`src/rtl/mmu_axi4_master.sv`:
```
// MMU request port to single-beat AXI4 master bridge.
// Optional posted writes: define MMU_AXI_POSTED_WR_EN.
`timescale 1ns/1ps
module mmu_axi4_master #(
  parameter int         AXI_ADDR_WIDTH = 16,
  parameter int         AXI_DATA_WIDTH = 16,
  parameter logic [2:0] AXI_PROT       = 3'b000
) (
  input  logic                      m_aclk,
  input  logic                      m_aresetn,
  input  logic                      mmu_wt_en,
  input  logic                      mmu_rd_en,
  input  logic [AXI_ADDR_WIDTH-1:0] mmu_wt_addr,
  input  logic [AXI_ADDR_WIDTH-1:0] mmu_rd_addr,
  input  logic [AXI_DATA_WIDTH-1:0] mmu_wt_data,
  output logic [AXI_DATA_WIDTH-1:0] mmu_rd_data,
  output logic                      mmu_ready,
  output logic                      mmu_valid,
  output logic [AXI_ADDR_WIDTH-1:0] m_awaddr,
  output logic [7:0]                m_awlen,
  output logic [2:0]                m_awsize,
  output logic [2:0]                m_awprot,
  output logic                      m_awvalid,
  input  logic                      s_awready,
  output logic [AXI_DATA_WIDTH-1:0] m_wdata,
  output logic                      m_wlast,
  output logic                      m_wvalid,
  input  logic                      s_wready,
  input  logic                      s_bvalid,
  output logic                      m_bready,
  output logic [AXI_ADDR_WIDTH-1:0] m_araddr,
  output logic [7:0]                m_arlen,
  output logic [2:0]                m_arsize,
  output logic [2:0]                m_arprot,
  output logic                      m_arvalid,
  input  logic                      s_arready,
  input  logic [AXI_DATA_WIDTH-1:0] s_rdata,
  input  logic                      s_rvalid,
  output logic                      m_rready
);

  typedef enum logic [2:0] {
    IDLE,
    WR_REQ,
    WR_RESP,
    RD_ADDR,
    RD_DATA,
    DONE
  } state_t;

  state_t state_q, state_d;

  logic aw_done_q, w_done_q, rd_pend_q;
  logic aw_hs, w_hs, b_hs, ar_hs, r_hs;
  logic wr_fin, accept, wr_blk;

  assign m_awlen  = 8'd0;
  assign m_arlen  = 8'd0;
  assign m_awsize = 3'b001;
  assign m_arsize = 3'b001;
  assign m_awprot = AXI_PROT;
  assign m_arprot = AXI_PROT;

  assign m_awvalid = (state_q == WR_REQ) & ~aw_done_q;
  assign m_wvalid  = (state_q == WR_REQ) & ~w_done_q;
  assign m_wlast   = m_wvalid;
  assign m_arvalid = (state_q == RD_ADDR);
  assign m_rready  = (state_q == RD_DATA);
  assign mmu_valid = (state_q == DONE);

  assign aw_hs = m_awvalid & s_awready;
  assign w_hs  = m_wvalid & s_wready;
  assign b_hs  = m_bready & s_bvalid;
  assign ar_hs = m_arvalid & s_arready;
  assign r_hs  = m_rready & s_rvalid;

  assign wr_fin = (aw_done_q | aw_hs) & (w_done_q | w_hs);

`ifdef MMU_AXI_POSTED_WR_EN
  logic b_pend_q;
  logic bready_q;

  // only one B may be in flight, so a new write waits for it
  assign wr_blk   = b_pend_q & mmu_wt_en;
  assign m_bready = bready_q;

  always_ff @(posedge m_aclk or negedge m_aresetn) begin
    if (!m_aresetn) begin
      b_pend_q <= 1'b0;
      bready_q <= 1'b0;
    end else begin
      bready_q <= 1'b1;
      if (state_q == WR_REQ && wr_fin)
        b_pend_q <= 1'b1;
      else if (b_hs)
        b_pend_q <= 1'b0;
    end
  end
`else
  assign wr_blk   = 1'b0;
  assign m_bready = (state_q == WR_RESP);
`endif

  assign mmu_ready = (state_q == IDLE) & ~wr_blk;
  assign accept    = mmu_ready & (mmu_wt_en | mmu_rd_en);

  always_comb begin
    state_d = state_q;
    unique case (state_q)
      IDLE:
        if (accept)
          state_d = mmu_wt_en ? WR_REQ : RD_ADDR;
      WR_REQ:
        if (wr_fin) begin
`ifdef MMU_AXI_POSTED_WR_EN
          state_d = rd_pend_q ? RD_ADDR : DONE;
`else
          state_d = WR_RESP;
`endif
        end
      WR_RESP:
        if (b_hs)
          state_d = rd_pend_q ? RD_ADDR : DONE;
      RD_ADDR:
        if (ar_hs)
          state_d = RD_DATA;
      RD_DATA:
        if (r_hs)
          state_d = DONE;
      DONE:
        state_d = IDLE;
      default:
        state_d = IDLE;
    endcase
  end

  always_ff @(posedge m_aclk or negedge m_aresetn) begin
    if (!m_aresetn)
      state_q <= IDLE;
    else
      state_q <= state_d;
  end

  always_ff @(posedge m_aclk or negedge m_aresetn) begin
    if (!m_aresetn) begin
      m_awaddr    <= '0;
      m_araddr    <= '0;
      m_wdata     <= '0;
      mmu_rd_data <= '0;
      aw_done_q   <= 1'b0;
      w_done_q    <= 1'b0;
      rd_pend_q   <= 1'b0;
    end else begin
      if (accept) begin
        m_awaddr  <= mmu_wt_addr;
        m_araddr  <= mmu_rd_addr;
        m_wdata   <= mmu_wt_data;
        rd_pend_q <= mmu_wt_en & mmu_rd_en;
        aw_done_q <= 1'b0;
        w_done_q  <= 1'b0;
      end
      if (aw_hs)
        aw_done_q <= 1'b1;
      if (w_hs)
        w_done_q <= 1'b1;
      if (r_hs)
        mmu_rd_data <= s_rdata;
      if (state_q == DONE)
        rd_pend_q <= 1'b0;
    end
  end

endmodule

```
`config.mk`:
```
export PLATFORM = sky130hd
export DESIGN_NAME = mmu_axi4_master
export DESIGN_NICKNAME = d
export VERILOG_FILES = /design/src/rtl/mmu_axi4_master.sv
export SDC_FILE = /design/constraint.sdc
export NUM_CORES = 1
export LEC_CHECK = 0
export BUFFER_PORTS_ARGS = -buffer_cell sky130_fd_sc_hd__buf_2
export CAP_MARGIN = 25
export CELL_PAD_IN_SITES_DETAIL_PLACEMENT = 0
export CELL_PAD_IN_SITES_GLOBAL_PLACEMENT = 1
export CORE_MARGIN = 5
export CORE_UTILIZATION = 35
export DETAILED_ROUTE_END_ITERATION = 8
export GPL_TIMING_DRIVEN = 0
export PLACE_DENSITY = 0.91
export RECOVER_POWER = 100
export SLEW_MARGIN = 10
export SYNTH_ARGS = -nofsm -noshare
export SYNTH_HDL_FRONTEND = slang
export SYNTH_SLANG_ARGS = --single-unit
```
`constraint.sdc`:
```
create_clock -name m_aclk -period 1.7 [get_ports m_aclk]
set_input_delay 0.17 -clock m_aclk [delete_from_list [all_inputs] [get_ports m_aclk]]
set_output_delay 0.17 -clock m_aclk [all_outputs]
set_load 0.03 [all_outputs]
```
# Yosys cells after proc, flatten, opt, wreduce, memory -nomap -nowiden
# Index checks and enable logic that the tools add are counted.
dict set report op_classes {
  n_eq_ne 10
  n_mux 13
  n_bitwise 15
  n_reduce_logical 5
}
# cell count
set op_table {}
lappend op_table {{$mux W3} 6}
lappend op_table {{$pmux W3 S5} 1}
lappend op_table {{$and A1 B1 Y1} 10}
lappend op_table {{$ne A2 B1 Y1 const B} 4}
lappend op_table {{$eq A3 B2 Y1 const B} 2}
lappend op_table {{$eq A3 B3 Y1 const B} 2}
lappend op_table {{$reduce_bool A2 Y1} 3}
lappend op_table {{$mux W1} 5}
lappend op_table {{$reduce_and A5 Y1} 1}
lappend op_table {{$eq A3 B1 Y1 const B} 1}
lappend op_table {{$logic_not A3 Y1} 1}
lappend op_table {{$or A1 B1 Y1} 3}
lappend op_table {{$mux W2} 1}
lappend op_table {{$ne A2 B2 Y1 const B} 1}
lappend op_table {{$not A1 Y1} 2}
dict set report word_totals {
  regBits 70
  inputBits 73
  out_inout_bits 100
  wordCells 51
}

# Depth between registers and ports, before layout
# Gate-level depths: netlist of the first run.
dict set report logic_depth {
  ltp_word 7
  ltp_mapped 6
  mapped_depth_nobuf 3
}

# Worst setup path before layout of the first run
# Ideal clock, no wire load.
dict set report synth_timing {
  kind {register to register}
  start {reg state_q[0]}
  end {reg m_wdata[10]}
  setup_time_ns 0.127
  arrival_time_ns 1.803
  required_ns 1.573
  setup_slack_ns -0.231
  path_stages_with_launch 6
  path_buffers 2
  synth_period_minus_slack_ns 1.931
  cell_sequence {dfrtp_1 > nor3_2 > nor2b_4 > buf_6 > buf_8 > mux2_1}
}
dict set report synth_between {
  elab_chain_len 2
}
# element line_no
set synth_rtl {}
lappend synth_rtl {{from (decl)} 51} ;# state_t state_q, state_d;
lappend synth_rtl {{from (signal assigned)} 141} ;# state_q <= state_d;
lappend synth_rtl {{$logic_not A3 Y1} 104} ;# assign mmu_ready = (state_q == IDLE) & ~wr_blk;
lappend synth_rtl {{net mmu_ready} 17} ;# output logic mmu_ready,
lappend synth_rtl {{$and A1 B1 Y1} 105} ;# assign accept = mmu_ready & (mmu_wt_en | mmu_rd_en);
lappend synth_rtl {{to (signal assigned)} 157} ;# m_wdata <= mmu_wt_data;
lappend synth_rtl {{to (decl)} 25} ;# output logic [AXI_DATA_WIDTH-1:0] m_wdata,
# The timed path passes the listed nets, and every way through them passes these cells.
# A chain may end at the register's enable or synchronous reset.

# Final worst setup path of the first run
dict set report layout_timing {
  start {reg state_q[2]}
  end {reg m_wdata[14]}
}
dict set report layout_between {
  elab_chain_len 2
}
# element line_no
set layout_rtl {}
lappend layout_rtl {{$logic_not A3 Y1} 104}
lappend layout_rtl {{$and A1 B1 Y1} 105}
# No other way between the ends.

==> summary.txt, run 1 <==
Worst Skew -> 0.0112 ns
Sw Share -> 43.1%
Ys flop type -> dfrtp_1
Total power divided by cell area -> 2210 mW/mm^2
Ant diodes -> 0
Clk_lat worst skew -> 0.34 ns
Least-Margin Pin Slew -> 0.665 ns
H-tree Lvls -> 3
WP data required -> 1.92 ns
LEAKAGE -> 2.25 nW
Most common cell after layout, fill and taps aside -> buf_2
Worst vdd ir -> 0.744 mV
Syn avg cell area -> 15.4 um^2
First drt pass iteration count -> 4
Setup Crit Path Kind -> reg2reg
Core ar. -> 0.00924 mm^2
Global Route Usage Sum -> 13.1%
Global route overflow -> 0
Clock slew at reported path FFs -> 0.09 ns
Final Hold Viols -> 0
Crit path launch type -> flop
Fin crit period -> 1.66 ns
Hold_sp -> mmu_wt_data[11]
FMAX -> 604 MHz
Ports -> 173
Synth top area cells -> dfrtp_1, mux2_4, buf_4
Setup violators final -> 0
GPL Wtd Cong -> 0.724
Arrival time worst endpoint -> 1.88 ns
Die ar. -> 0.0115 mm^2
EDFF count, synth -> 0
Worst-path fanout max -> 10
TritonCTS buffer count -> 9
Psw -> 4.39 mW
Clock power share -> 14.6%
Reg-to-reg startpoint -> state_q[2]
Buffer depth of the longest clock path -> 2
Max-slew violations -> 0
Vias/cell -> 4.27
Detailed-route via count -> 2311
Area delta synth->final -> 38.6%
Synth unique cells -> 32
DRC viols -> 0
Starting Density -> 35.9%
Synthesized cell area -> 0.00332 mm^2
Area leader, netlist -> dfrtp_1
Final nets -> 480
R2R cell count -> 6
# rows -> 35
Async SR Flop Fraction -> 100%
Vert. Die Dim -> 107 um
Gate power share -> 55.6%
Largest net degree at the start of global routing -> 46
Worst hold path type -> in2reg
Cell-internal power -> 5.78 mW
Seq/Total Area, Yosys -> 52.8%
Status -> completed
Wire per inst -> 14.6 um
1st-iter DRT viols -> 61
Hold depth -> 2
Hold Path End -> m_wdata[11]
First-pass GRT wire length -> 12.0 mm
Share of layout cells above drive strength 1 -> 49.8%
Vias in the first global route -> 2492
HPWL Detailed -> 5.92 mm
Die width -> 107 um
Crit path capture type -> flop
Root Buffer -> clkbuf_8
Tot Pwr -> 10.2 mW
Yosys Warn Count -> 0
Reg2Reg Setup Slack -> 0.04 ns
# clock sinks -> 70
Synth top area share -> 52.8%
Routed Wire Length -> 7.88 mm
Final worst path period share -> 97.4%
Routed Antenna Nets -> 0
Most frequent cells in the layout -> buf_2, dfrtp_1, clkbuf_1
Placed insts -> 516
Initial antenna violation count -> 0
Synth Register Bits -> 70
Syn Inst Count -> 216
Flop pwr share -> 29.7%
Relative slew slack -> 55.7%
Reg2reg end -> m_wdata[14]
TritonCTS clock tree -> built
Max Cap Viol -> 0
Layout Cells excl Fill -> 541
Port bufs -> 144
==> through the flow <==
step	setup TNS [ns]	worst slack, ns	instance area (um^2)	hold WS (ns)	utilization, %
2_1_floorplan	-1.45	-0.124	3430	-0.126	-
3_3_place_gp	0	0.0511	4310	0.388	46.7
3_5_place_dp	0	0.0108	4330	0.108	46.9
4_1_cts	-0.00202	-0.00202	4630	0.0183	50.1
5_1_grt	-0.0293	-0.00752	4600	0.0293	49.8
6_report	0	0.0440	4600	0.0409	49.8
==> power groups by stage <==
| stage | Combinational, mW | Sequential [mW] | Clock (mW) |
|---|---|---|---|
| floorplan | 2.60 | 4.57 | 0 |
| global placement | 5.50 | 2.98 | 0 |
| detailed placement | 5.56 | 3.04 | 0 |
| CTS | 5.75 | 3.01 | 1.55 |
| global route | 5.96 | 3.14 | 1.62 |
| finish | 5.66 | 3.02 | 1.49 |
==> layout make-up <==
| type | instances | area [um^2] |
|---|---|---|
| fill | 880 | 4640 |
| sequential | 70 | 1750 |
| multi-input combinational | 132 | 1310 |
| timing repair buffer | 155 | 771 |
| buffer | 39 | 383 |
| tap | 129 | 161 |
| clock buffer | 10 | 128 |
| clock inverter | 6 | 95.1 |
==> critical path, stage by stage, from the launching register on <==
cell     delay [ns]
dfrtp_1        0.40
buf_4          0.15
nor3_4         0.18
nor2b_4        0.19
buf_12         0.16
buf_12         0.15
mux2_4         0.30
==> metal layers <==
metal / routed length [um] / global-route usage [%] / share of wire (%) / vias to the layer above
li1: - / - / - / 1073
met1: 3290 / 16.0 / 42 / 1117
met2: 3890 / 22.0 / 49 / 113
met3: 599 / 3.24 / 7.6 / 8
met4: 102 / 5.86 / 1.3 / 0
met5: 0 / 0 / 0 / -
==> sequential cells by signal (all words and copies together), names as in the netlist <==
signal and flops:
aw_done_q 1, m_araddr 16, m_awaddr 16, m_wdata 16, mmu_rd_data 16, rd_pend_q 1, state_q 3, w_done_q 1
==> how the worst max path moves through the flow <==
stage	start	to	slack (ns)	depth (start not counted)
after floorplan	state_q[1]	mmu_rd_data[10]	-0.12	6
after global placement	state_q[1]	mmu_rd_data[6]	0.05	6
after detailed placement	state_q[1]	mmu_rd_data[12]	0.01	6
after CTS	state_q[0]	m_wvalid	-0.002	5
after global routing	state_q[1]	m_bready	-0.008	4
final	state_q[2]	m_wdata[14]	0.04	6
==> kinds of logic (layout without fill, tap and decap cells) <==
group           after synthesis  count (layout)  synth area share (%)
buf+inv                      40             210                  11.3
other cells                   2              28                 0.226
compound gates               12              12                  2.56
simple gates                 25              25                  4.86
mux                          67              67                  28.3
flops                        70              70                  52.8
==> timing repair <==
| action | 4_1_cts | 5_1_grt |
|---|---|---|
| setup endpoints to repair | 7 | 25 |
| pin swaps | 3 | 2 |
| buffers inserted | 4 | 3 |
| hold buffers | 1 | 0 |
| hold endpoints to repair | 25 | 0 |
| cloned | 0 | 2 |
| resized for setup | 11 | 11 |
==> Yosys cell counts (all sizes together) (2+ instances only) <==
library cell  count
dfrtp            70
mux2             64
buf              39
nor2              6
a21oi             4
nand2b            4
nor2b             4
a22o              3
mux2i             3
nand2             3
and2              2
conb              2
nor3              2
nor3b             2
Note: power is estimated with default switching activity, not from simulation.
==> run 2: changes to the inputs <==
Settings changed: CORE_MARGIN 5 to 10.
==> run 2 against run 1 <==
  * Critical path depth shrank 1
  * Global-route usage down 0.64 points
  * Register-to-register slack better by 0.02 ns
  * Combinational power fell by 2%
  * Critical endpoint is now m_wdata[0]
  * Largest power group unchanged
==> summary.txt, run 2 (synthesized netlist as in run 1, its figures left out) <==
DRC viols -> 0 (unchanged)
CP cell instances -> nor3_4, nor2b_4, buf_8, buf_12, mux2_4
CP max-delay cell -> dfrtp_2
HPWL Detailed -> 6.76 mm (+14%)
Final Hold Viols -> 0 (unchanged)
Fin crit period -> 1.64 ns (-0.0195 ns)
# clock sinks -> 70 (unchanged)
Hold depth -> 2 (unchanged)
Largest net degree at the start of global routing -> 41 (-11%)
Hold_sp -> mmu_wt_data[9]
Max Cap Viol -> 0 (unchanged)
FMAX -> 611 MHz (+1.2%)
Buffers and inverters on the worst path -> 2 (-1)
Root Buffer -> clkbuf_8
Global route overflow -> 0 (unchanged)
Routed Antenna Nets -> 0 (unchanged)
First drt pass iteration count -> 4 (unchanged)
Core ar. -> 0.00924 mm^2 (unchanged)
End-of-flow core utilization -> 49.4% (-0.43 points)
Buffer depth of the longest clock path -> 2 (unchanged)
TritonCTS clock tree -> built
Max-slew violations -> 0 (unchanged)
Arrival time worst endpoint -> 1.86 ns (-0.02 ns)
Reg2Reg Setup Slack -> 0.06 ns (+0.02 ns)
Area delta synth->final -> 37.4%
Initial antenna violation count -> 0 (unchanged)
Starting Density -> 35.9% (unchanged)
Setup violators final -> 0 (unchanged)
Detailed-route via count -> 2259 (-2.3%)
Port bufs -> 144 (unchanged)
Clock slew at reported path FFs -> 0.09 ns (about the same)
Relative slew slack -> 48.9% (-6.8 points)
Crit path capture type -> flop
Final nets -> 476 (-0.83%)
Worst Skew -> 0.0103 ns (-0.000902 ns)
TritonCTS buffer count -> 9 (unchanged)
Total power divided by cell area -> 2180 mW/mm^2 (-1.2%)
Routed Wire Length -> 8.71 mm (+11%)
Number of fill cells in the layout -> 854 (-3.0%)
Ports -> 173 (unchanged)
Crit path launch type -> flop
Status -> completed
Die ar. -> 0.0138 mm^2 (+19%)
Setup Crit Path Kind -> reg2reg
Die width -> 117 um (+9.3%)
H-tree Lvls -> 3 (unchanged)
Most common cell after layout, fill and taps aside -> buf_2
R2R cell count -> 5 (-1)
Hold Path End -> m_wdata[9]
Most frequent cells in the layout -> buf_2, dfrtp_1, clkbuf_1
Reg2reg end -> m_wdata[0]
Final worst path period share -> 96.3% (-1.1 points)
GPL Wtd Cong -> 0.760 (+5.0%)
LEAKAGE -> 2.23 nW (-0.87%)
CP max stage delay -> 0.47 ns (+0.07 ns)
Share of layout cells above drive strength 1 -> 50.7% (+0.98 points)
Vias in the first global route -> 2547 (+2.2%)
Worst-path fanout max -> 10 (unchanged)
Global Route Usage Sum -> 12.5% (-0.64 points)
# rows -> 35 (unchanged)
Vias/cell -> 4.21 (-1.5%)
Worst hold path type -> in2reg
WP data required -> 1.92 ns (about the same)
CP delay by family, top -> flip-flops
Least-Margin Pin Slew -> 0.766 ns (+0.102 ns)
Vert. Die Dim -> 117 um (+9.3%)
1st-iter DRT viols -> 63 (+3.3%)
Wire per inst -> 16.2 um (+11%)
Reg-to-reg startpoint -> state_q[0]
Ant diodes -> 0 (unchanged)
Clk_lat worst skew -> 0.35 ns (about the same)
First-pass GRT wire length -> 14.0 mm (+16%)
Worst vdd ir -> 0.883 mV (+19%)
Tot Pwr -> 9.95 mW (-2.1%)
## run 2: changes by cell type in the layout (fill, tap and decap cells not counted), sizes merged
cell	delta
clkbuf	-11
buf	+6
inv	+2
bufinv	-1
clkinv	-1
clkinvlp	+1
## run 2: stage by stage
step / setup WS (ns) / area (um^2) / instances / hold slack (ns) / setup TNS, ns
global placement: 0.0502 / 4310 / 515 / 0.384 / 0
CTS: 0.00335 / 4570 / 533 / 0.0231 / 0
detailed placement: 0.0288 / 4330 / 516 / 0.127 / 0
floorplan: -0.124 / 3430 / 242 / -0.126 / -1.45
finish: 0.0635 / 4560 / 537 / 0.0381 / 0
global route: -0.000376 / 4560 / 537 / 0.0243 / -0.000487
## run 2: worst max-delay path by stage
stage	from	to	slack, ns	cells past startpoint
2_1_floorplan	state_q[1]	mmu_rd_data[10]	-0.12	6
3_3_place_gp	state_q[1]	mmu_rd_data[14]	0.05	6
3_5_place_dp	state_q[2]	mmu_rd_data[15]	0.03	6
4_1_cts	state_q[1]	m_wvalid	0.003	6
5_1_grt	state_q[2]	m_bready	-0.0004	4
6_report	state_q[0]	m_wdata[0]	0.06	5
## run 2: per-layer routing
layer	up-vias	wire length (um)	track usage, %
met3	11	739	5.23
li1	1064	-	-
met2	115	4140	20.5
met5	-	0	0
met1	1069	3670	13.9
met4	0	163	5.40
## run 2: repair_timing
item / 4_1_cts / 5_1_grt
hold endpoints to repair: 30 / 0
cloned: 0 / 1
resized for setup: 9 / 6
setup endpoints to repair: 6 / 13
hold buffers: 1 / 0
pin swaps: 0 / 3
setup buffers: 0 / 4
## run 2: cell type report
class                   count  area [um^2]  area share [%]
well taps                 129          161            3.54
multi-input cells         132         1320            29.0
plain buffers              39          378            8.29
repair buffers            151          746            16.4
clock buffers               9          124            2.72
clock inverters             7         77.6            1.70
flip-flops and latches     70         1750            38.4
## run 2: report_power, final
part / internal [mW] / switching, mW / total, mW
registers: 2.53 / 0.515 / 3.04
logic: 2.31 / 3.23 / 5.54
clock network: 0.693 / 0.680 / 1.37
==> run 3: changes to the inputs <==
Settings changed: PLACE_DENSITY 0.91 to default, PLACE_DENSITY_LB_ADDON from default to 0.1.
==> run 3 against run 2 <==
  * Flip-flop and latch count stayed put
  * Final cell count is 0.19% higher
  * Sequential share of layout area is 0.43 points higher
  * Cell area is 1.1% lower
  * Worst hold slack better by 0.0040 ns
  * Global-route usage is 0.33 points lower
  * Worst setup slack worse by 0.018 ns
  * Critical path depth is 1 higher
  * Sequential power hardly changed
  * First-iteration DRC count is 62% higher
  * Via count is 2.1% lower
  * Largest power group unchanged
==> summary.txt, run 3 (synthesized netlist as in run 1, its figures left out) <==
Status -> completed
Total power divided by cell area -> 2150 mW/mm^2 (-1.4%)
Ports -> 173 (unchanged)
Final worst path period share -> 97.3% (+1.1 points)
First-pass GRT wire length -> 13.6 mm (-2.7%)
H-tree Lvls -> 3 (unchanged)
Wire per inst -> 16.1 um (-0.92%)
1st-iter DRT viols -> 102 (+62%)
Number of fill cells in the layout -> 890 (+4.2%)
Routed Antenna Nets -> 0 (unchanged)
WP data required -> 1.92 ns (about the same)
Starting Density -> 35.9% (unchanged)
Core ar. -> 0.00924 mm^2 (unchanged)
TritonCTS clock tree -> built
Fin crit period -> 1.65 ns (+0.0184 ns)
Root Buffer -> clkbuf_8
# clock sinks -> 70 (unchanged)
Global Route Usage Sum -> 12.2% (-0.33 points)
DRC viols -> 0 (unchanged)
Routed Wire Length -> 8.65 mm (-0.73%)
RSZ-0062 raised after global routing -> true
Vias in the first global route -> 2445 (-4.0%)
First drt pass iteration count -> 4 (unchanged)
Worst-path fanout max -> 10 (unchanged)
Clock slew at reported path FFs -> 0.08 ns (about the same)
Place WS -> 0.0253 ns (-0.00350 ns)
Tot Pwr -> 9.71 mW (-2.5%)
Final setup TNS -> 0 ns (unchanged)
Share of layout cells above drive strength 1 -> 50.6% (-0.12 points)
Die width -> 117 um (unchanged)
Most frequent cells in the layout -> buf_2, dfrtp_1, clkbuf_1
Setup Crit Path Kind -> reg2reg
Reg2Reg Setup Slack -> 0.05 ns (-0.02 ns)
Detailed-route via count -> 2212 (-2.1%)
Worst hold path type -> in2reg
Worst vdd ir -> 0.772 mV (-13%)
TritonCTS buffer count -> 9 (unchanged)
Most common cell after layout, fill and taps aside -> buf_2
Vert. Die Dim -> 117 um (unchanged)
Ant diodes -> 0 (unchanged)
Crit path capture type -> flop
Setup violators final -> 0 (unchanged)
Area delta synth->final -> 35.9%
Buffer depth of the longest clock path -> 2 (unchanged)
Largest net degree at the start of global routing -> 44 (+7.3%)
# rows -> 35 (unchanged)
Register area -> 0.00175 mm^2 (unchanged)
Final Hold Viols -> 0 (unchanged)
Max-slew violations -> 0 (unchanged)
Clk_lat worst skew -> 0.34 ns (about the same)
Global route overflow -> 0 (unchanged)
Initial antenna violation count -> 0 (unchanged)
GPL Wtd Cong -> 0.750 (-1.3%)
Area of the multi-input gates -> 0.00131 mm^2 (-0.76%)
Final nets -> 477 (+0.21%)
FMAX -> 604 MHz (-1.1%)
Worst Skew -> 0.00920 ns (-0.00109 ns)
Relative slew slack -> 49.1% (+0.17 points)
Least-Margin Pin Slew -> 0.764 ns (-0.00259 ns)
Final WS setup -> 0.0451 ns (-0.0184 ns)
Arrival time worst endpoint -> 1.88 ns (+0.02 ns)
HPWL Detailed -> 6.60 mm (-2.4%)
LEAKAGE -> 2.21 nW (-0.99%)
Die ar. -> 0.0138 mm^2 (unchanged)
Port bufs -> 144 (unchanged)
Max Cap Viol -> 0 (unchanged)
Crit path launch type -> flop
Vias/cell -> 4.11 (-2.3%)
run 3: changes by cell type in the layout (fill, tap and decap cells not counted), sizes merged:
cell      previous run  this run
bufinv               1         0
clkinvlp             1         3
clkinv               2         3
inv                  3         1
buf                124       125
run 3: layout make-up:
| class | count | share of cell area (%) |
|---|---|---|
| sequential | 70 | 38.9 |
| tap | 129 | 3.58 |
| timing repair buffer | 151 | 15.9 |
| clock buffer | 9 | 2.75 |
| multi-input combinational | 132 | 29.1 |
| buffer | 40 | 8.71 |
| clock inverter | 7 | 1.11 |
run 3: layer usage:
| metal | track usage, % | vias up | wire, um |
|---|---|---|---|
| li1 | - | 1058 | - |
| met1 | 14.8 | 1052 | 3790 |
| met2 | 19.0 | 94 | 4120 |
| met3 | 4.41 | 8 | 603 |
| met4 | 5.16 | 0 | 128 |
| met5 | 0 | - | 0 |
run 3: metrics by stage:
stage	cell area, um^2	utilization, %	cells	hold WS [ns]
finish	4510	48.8	538	0.0421
global route	4510	48.8	538	0.0248
CTS	4540	49.2	533	0.0248
detailed placement	4340	47.0	516	0.124
global placement	4310	46.7	515	0.389
floorplan	3430	-	242	-0.126
run 3: final timing paths:
kind	start	end	cells past startpoint
min in group asynchronous	m_aresetn	m_awaddr[6]	2
hold / removal	mmu_wt_data[6]	m_wdata[6]	2
setup reg to reg	state_q[1]	m_wdata[12]	6
max in group asynchronous	m_aresetn	state_q[0]	3
setup / recovery	state_q[1]	m_wdata[12]	6
hold reg to reg	m_wdata[5]	m_wdata[5]	1
run 3: timing repair:
item	in CTS	in global routing
hold endpoints to repair	27	0
buffers inserted	0	5
resized for setup	6	7
endpoints found under the setup margin	6	16
cloned	0	0
hold buffers	1	0
pin swaps	0	2
run 3: power breakdown:
part           total [mW]  switching [mW]  internal, mW
Clock                1.19           0.660         0.531
Combinational        5.50            3.20          2.30
Sequential           3.02           0.493          2.53
run 3: worst max-delay path: stages (launching register included):
cell and delay (ns):
dfrtp_1 0.40, buf_4 0.15, nor3_4 0.19, nor2b_4 0.18, buf_8 0.15, buf_8 0.14
mux2_1 0.33
